## src/rtl/bitwise_pkg.sv

```systemverilog
// Shared operation encodings for the bitwise logic unit and its bit slice.
package bitwise_pkg;

   typedef enum logic [2:0] {
      OP_AND   = 3'b000,
      OP_OR    = 3'b001,
      OP_XOR   = 3'b010,
      OP_NOTA  = 3'b011,
      OP_NAND  = 3'b100,
      OP_NOR   = 3'b101,
      OP_XNOR  = 3'b110,
      OP_PASSA = 3'b111
   } op_t;

   // The upper four ops are the bitwise complements of the lower four.
   localparam int unsigned OP_SEL_LO = 0;
   localparam int unsigned OP_SEL_HI = 1;
   localparam int unsigned OP_INVERT = 2;

endpackage

```

## src/rtl/blu_bit_op.sv

```systemverilog
// One-bit combinational logic slice built only from two-input nand cells.
module blu_bit_op
   import bitwise_pkg::*;
(
   input  logic       A,
   input  logic       B,
   input  logic [2:0] OP,
   output logic       F
);

   logic s0, s1, s2, ns0, ns1;
   logic n_ab, n_a, n_b, f_and, f_or, x_a, x_b, f_xor;
   logic m0a, m0b, m_lo, m1a, m1b, m_hi, m2a, m2b, base;
   logic inv_n, inv_a, inv_b;

   assign s0 = OP[OP_SEL_LO];
   assign s1 = OP[OP_SEL_HI];
   assign s2 = OP[OP_INVERT];

   nand g_ns0  (ns0,   s0,    s0);
   nand g_ns1  (ns1,   s1,    s1);

   nand g_nab  (n_ab,  A,     B);
   nand g_na   (n_a,   A,     A);
   nand g_nb   (n_b,   B,     B);
   nand g_and  (f_and, n_ab,  n_ab);
   nand g_or   (f_or,  n_a,   n_b);
   nand g_xa   (x_a,   A,     n_ab);
   nand g_xb   (x_b,   B,     n_ab);
   nand g_xor  (f_xor, x_a,   x_b);

   // 4:1 select on OP[1:0]: AND / OR / XOR / NOT A (n_a)
   nand g_m0a  (m0a,   f_or,  s0);
   nand g_m0b  (m0b,   f_and, ns0);
   nand g_mlo  (m_lo,  m0a,   m0b);
   nand g_m1a  (m1a,   n_a,   s0);
   nand g_m1b  (m1b,   f_xor, ns0);
   nand g_mhi  (m_hi,  m1a,   m1b);
   nand g_m2a  (m2a,   m_hi,  s1);
   nand g_m2b  (m2b,   m_lo,  ns1);
   nand g_base (base,  m2a,   m2b);

   // Conditional inversion by OP[2] (nand-built xor)
   nand g_invn (inv_n, base,  s2);
   nand g_inva (inv_a, base,  inv_n);
   nand g_invb (inv_b, s2,    inv_n);
   nand g_f    (F,     inv_a, inv_b);

endmodule

```

## src/rtl/bitwise_logic_unit.sv

```systemverilog
// Registered WIDTH-bit logic unit with valid/ready handshake, flags and counter.
// Optional accumulator enabled by defining BLU_ACC_EN.
module bitwise_logic_unit
   import bitwise_pkg::*;
#(
   parameter int WIDTH     = 8,
   parameter int CNT_WIDTH = 16
) (
   input  logic                 CLK,
   input  logic                 RST_N,
   input  logic                 IN_VALID,
   output logic                 IN_READY,
   input  logic [2:0]           OP,
   input  logic [WIDTH-1:0]     A,
   input  logic [WIDTH-1:0]     B,
   input  logic                 USE_ACC,
   input  logic                 ACC_CLR,
   output logic                 OUT_VALID,
   input  logic                 OUT_READY,
   output logic [WIDTH-1:0]     F,
   output logic                 ZERO,
   output logic                 PARITY,
   output logic [CNT_WIDTH-1:0] OP_COUNT
);

   op_t                  op_sel;
   logic [WIDTH-1:0]     b_eff;
   logic [WIDTH-1:0]     f_next;
   logic [WIDTH-1:0]     f_q;
   logic                 zero_q;
   logic                 parity_q;
   logic                 valid_q;
   logic [CNT_WIDTH-1:0] count_q;
   logic                 accept;
   logic                 consume;

   assign op_sel   = op_t'(OP);
   assign IN_READY = RST_N && (!valid_q || OUT_READY);
   assign accept   = IN_VALID && IN_READY;
   assign consume  = valid_q && OUT_READY;

`ifdef BLU_ACC_EN
   logic [WIDTH-1:0] acc_q;

   assign b_eff = USE_ACC ? acc_q : B;

   // Clear wins over update; a same-cycle accept already used the old value.
   always_ff @(posedge CLK or negedge RST_N) begin
      if (!RST_N) begin
         acc_q <= '0;
      end else if (ACC_CLR) begin
         acc_q <= '0;
      end else if (accept && USE_ACC) begin
         acc_q <= f_next;
      end
   end
`else
   logic unused_acc_ports;

   assign b_eff            = B;
   assign unused_acc_ports = USE_ACC ^ ACC_CLR;
`endif

   for (genvar i = 0; i < WIDTH; i++) begin : g_bit
      blu_bit_op u_bit (
         .A  (A[i]),
         .B  (b_eff[i]),
         .OP (op_sel),
         .F  (f_next[i])
      );
   end

   always_ff @(posedge CLK or negedge RST_N) begin
      if (!RST_N) begin
         f_q      <= '0;
         zero_q   <= 1'b0;
         parity_q <= 1'b0;
         valid_q  <= 1'b0;
         count_q  <= '0;
      end else begin
         if (accept) begin
            f_q      <= f_next;
            zero_q   <= ~|f_next;
            parity_q <= ^f_next;
            valid_q  <= 1'b1;
         end else if (consume) begin
            valid_q  <= 1'b0;
         end
         if (consume) begin
            count_q <= count_q + CNT_WIDTH'(1);
         end
      end
   end

   assign F         = f_q;
   assign ZERO      = zero_q;
   assign PARITY    = parity_q;
   assign OUT_VALID = valid_q;
   assign OP_COUNT  = count_q;

endmodule

```

## config.mk

```make
export PLATFORM = sky130hd
export DESIGN_NAME = bitwise_logic_unit
export DESIGN_NICKNAME = d
export VERILOG_FILES = /design/src/rtl/bitwise_pkg.sv /design/src/rtl/blu_bit_op.sv /design/src/rtl/bitwise_logic_unit.sv
export SDC_FILE = /design/constraint.sdc
export NUM_CORES = 1
export LEC_CHECK = 0
export ABC_AREA = 1
export ABC_CLOCK_PERIOD_IN_PS = 1600
export CORE_ASPECT_RATIO = 0.75
export CORE_MARGIN = 5
export CORE_UTILIZATION = 40
export DETAILED_ROUTE_END_ITERATION = 8
export PLACE_DENSITY = 0.65
export SLEW_MARGIN = 20
export SYNTH_ARGS = -nofsm -noshare
export SYNTH_HDL_FRONTEND = slang
export SYNTH_SLANG_ARGS = --single-unit
export TNS_END_PERCENT = 1
```

## constraint.sdc

```tcl
create_clock -name CLK -period 1.6 [get_ports CLK]
set_input_delay 0.16 -clock CLK [delete_from_list [all_inputs] [get_ports CLK]]
set_output_delay 0.16 -clock CLK [all_outputs]
set_load 0.02 [all_outputs]
```

==> out/results.md <==
- RD Place Congestion: 0.7977
- number of flops mapped to enable cells by yosys: 0
- Die H: 72.61 µm
- FF-to-FF setup slack: 0.26 ns
- met3 track utilization from global routing: 0.02990
- largest net degree at the start of global routing: 28
- Most Crowded Layer GR: met2
- clock root buffer: clkbuf_8
- M2 GR Usage: 0.2821
- share of the cycle needed by the critical path after routing: 0.9690
- Synth area leader: dfrtp_1
- mean post-synth cell area: 6.969 µm²
- slew of the pin with the lowest slew margin: 0.3870 ns
- Highest Clock Rate: 645.0 MHz
- routed wirelength normalized by instance count: 12.19 µm
- Max IR drop VDD: 0.7757 mV
- DRT antenna net count: 0
- via/cell ratio: 4.691
- TritonCTS clock tree: yes
- Net count, final: 441
- count of filler cells inserted in the layout: 421
- area of placed instances: 2879 µm²
- clk_skew: 0.007213 ns
- proportion of synthesized area in mux cells: 0
- share of final-layout standard cells stronger than drive strength 1: 0.3020
- CTS H-tree lvls: 1
- Maximum Capacitance Violations: 0
- Yosys reg bits: 27
- clock buffer count from CTS: 3
- result of the run: finished, final reports clean
- Hold Crit Class: in2async
- most used flip-flop cell after synthesis: dfrtp_1
- initial cell density of the core: 0.4196
- main combinational cell family by area after synthesis: simple AND/OR/NAND/NOR gates
- Yosys top cell area share: 0.3232
- Total Wirelength: 5679 µm
- Global Route Usage Sum: 0.1719
- area of the placeable core: 4982 µm²
- biggest area contributors in the synthesized netlist: dfrtp_1 (32%), nand2_1 (19%), ha_1 (13%)
- crit path kind: in2reg
- antenna diode instance count: 0
- horizontal extent of the die: 93.48 µm
- xor/xnor share of the synthesized area: 0.04608
- async set-reset flop share out of synthesis: 1.000
- number of pins exceeding their max-slew limit in the final report: 0
- peak fanout along the critical path: 2
- Final Hold Vio Count: 0
- Min Clock Period, post-route: 1.550 ns
- Synth top cells by count: nand2_1 (105), inv_1 (53), nand3_1 (39)
- count of yosys warnings during synthesis: 0
- Die Outline Area: 6788 µm²
- CP Launch Type: input port
- arrival time worst endpoint: 1.78 ns
- source-to-sink clock delay at the later pin of the worst-skew pair: 0.28 ns
- total negative slack: 0 ns
- Hold-fix buffers, CTS: 0
- sequential share of the synthesized area: 0.3232
- Critical Path RT: 1.83 ns
- Post-Syn Instances: 300
- number of distinct library cells after synthesis: 19
- leakage power summed over all cells: 1.731 nW
- simple-gate share of the synthesized area: 0.3710
- combined area of the multi-input logic cells: 1368 µm²
- routed vias: 2186
- area of the mapped netlist: 2091 µm²
- antenna violations before repair: 0
- number of DRC markers in iteration 0: 85
- placement row count: 22
- compound-gate portion of the synthesized area: 0.004788
- IO buf count: 50
- worst rel slew slack: 0.7410
- nets in the synthesized netlist: 346
- utilization after layout: 0.6504
- critical path endpoint category: flop
- clock tree buffer depth: 2
- overall overflow remaining after global route: 0
- global-route wire length before repair: 9604 µm
- most frequent cell after synthesis: nand2_1
- vias in the first global route: 2134
- Layout Area Growth over Synthesis: 55.00%
- sum of net half-perimeters after detailed placement: 4066 µm
- total of endpoints with negative setup slack in the final report: 0
- clock-pin slew of the registers on the worst-case setup and hold paths: 0.09 ns
- P per Cell Area: 754.5 nW/µm²
- DRC viols: 0
- register cell area after layout: 675.6 µm²
- Clock Sink Count: 27
- total iterations of the first detailed-routing run: 4
- fraction of the mapped netlist area in adder cells: 0.1257
- met1 track demand over resource in global routing: 0.2390
- I/O pin count: 53
- final instance area: 3241 µm²
- RSZ-0062 raised after global routing: yes
through the flow:
stage               worst slack [ns]  instances  power [mW]  hold WS (ns)
finish                       0.04958        466       2.445        0.3469
global route                -0.06449        466       2.630        0.3954
CTS                         -0.09219        464       2.413        0.3738
detailed placement           -0.6230        448       1.923        0.4650
global placement             -0.5626        448       1.904        0.4642
floorplan                    0.06995        300       1.436       -0.1356
cells in the final DEF (no fill, tap or decap), drive strengths merged, types with 4 or more instances in the layout:
cell,n
nand4,9
nand3,39
clkdlybuf4s15,6
dlygate4sd2,6
buf,46
xnor2,4
nor2,16
clkbuf,9
dfrtp,27
clkdlybuf4s50,31
xor2,7
ha,21
nand2,111
inv,56
report_power, final:
| group | internal [mW] | switching (mW) | leakage (nW) | total (mW) |
|---|---|---|---|---|
| clock network | 0.179 | 0.215 | 0.0228 | 0.394 |
| logic | 0.560 | 0.585 | 1.36 | 1.14 |
| registers | 0.797 | 0.110 | 0.348 | 0.906 |
sequential cells by signal, summed over array words and instances, names as in the netlist:
signal and flops:
F 8, PARITY 1, OUT_VALID 1, OP_COUNT 16, ZERO 1
routing by layer:
layer / wire length (µm) / vias to the layer above
li1: - / 1109
met1: 2647 / 1042
met3: 177 / 6
met2: 2806 / 29
met5: 0 / -
met4: 48 / 0
what timing repair did:
item	in CTS	in global routing
pin swaps	11	13
buffers inserted	12	2
gates cloned	0	0
resized for setup	40	51
setup endpoints to repair	2	5
worst max-delay path, stage by stage:
cell and delay (ns):
dlygate4sd2_1 0.25, buf_4 0.13, ha_1 0.18, inv_1 0.06, nand2_1 0.07, nand3_2 0.09
nand2_2 0.07, nand2_2 0.07, nand2_2 0.07, ha_4 0.27, xnor2_2 0.10, inv_1 0.05
nand2_1 0.06, nand3_1 0.07, nand2_1 0.07
cells by family (layout without fill, tap and decap cells):
kind of cell	Yosys count	after routing
xor gates and xnor gates	11	11
adders and majority gates	21	21
and+or+nand+nor	177	177
buffers and inverters	62	156
DFF	27	27
AOI/OAI and AO/OA	2	2
path summary, 6_finish.rpt:
path	cells past startpoint	start	endpoint
min in group CLK	2	F[4]$_DFFE_PN0P_	F[4]$_DFFE_PN0P_
worst max register to register	6	OP_COUNT[0]$_DFFE_PN0P_	OP_COUNT[12]$_DFFE_PN0P_
worst min-delay path	2	RST_N	OP_COUNT[14]$_DFFE_PN0P_
worst min register to register	2	F[4]$_DFFE_PN0P_	F[4]$_DFFE_PN0P_
max in group asynchronous	2	RST_N	OP_COUNT[6]$_DFFE_PN0P_
worst max-delay path	15	A[4]	PARITY$_DFFE_PN0P_
final cells by class:
type	instances	area share
repair buffers	96	0.2598
clock buffers	4	0.01390
well taps	72	0.02780
flip-flops and latches	27	0.2085
multi-input cells	211	0.4220
inverters	56	0.06795
Note: power is estimated with default switching activity, not from simulation.
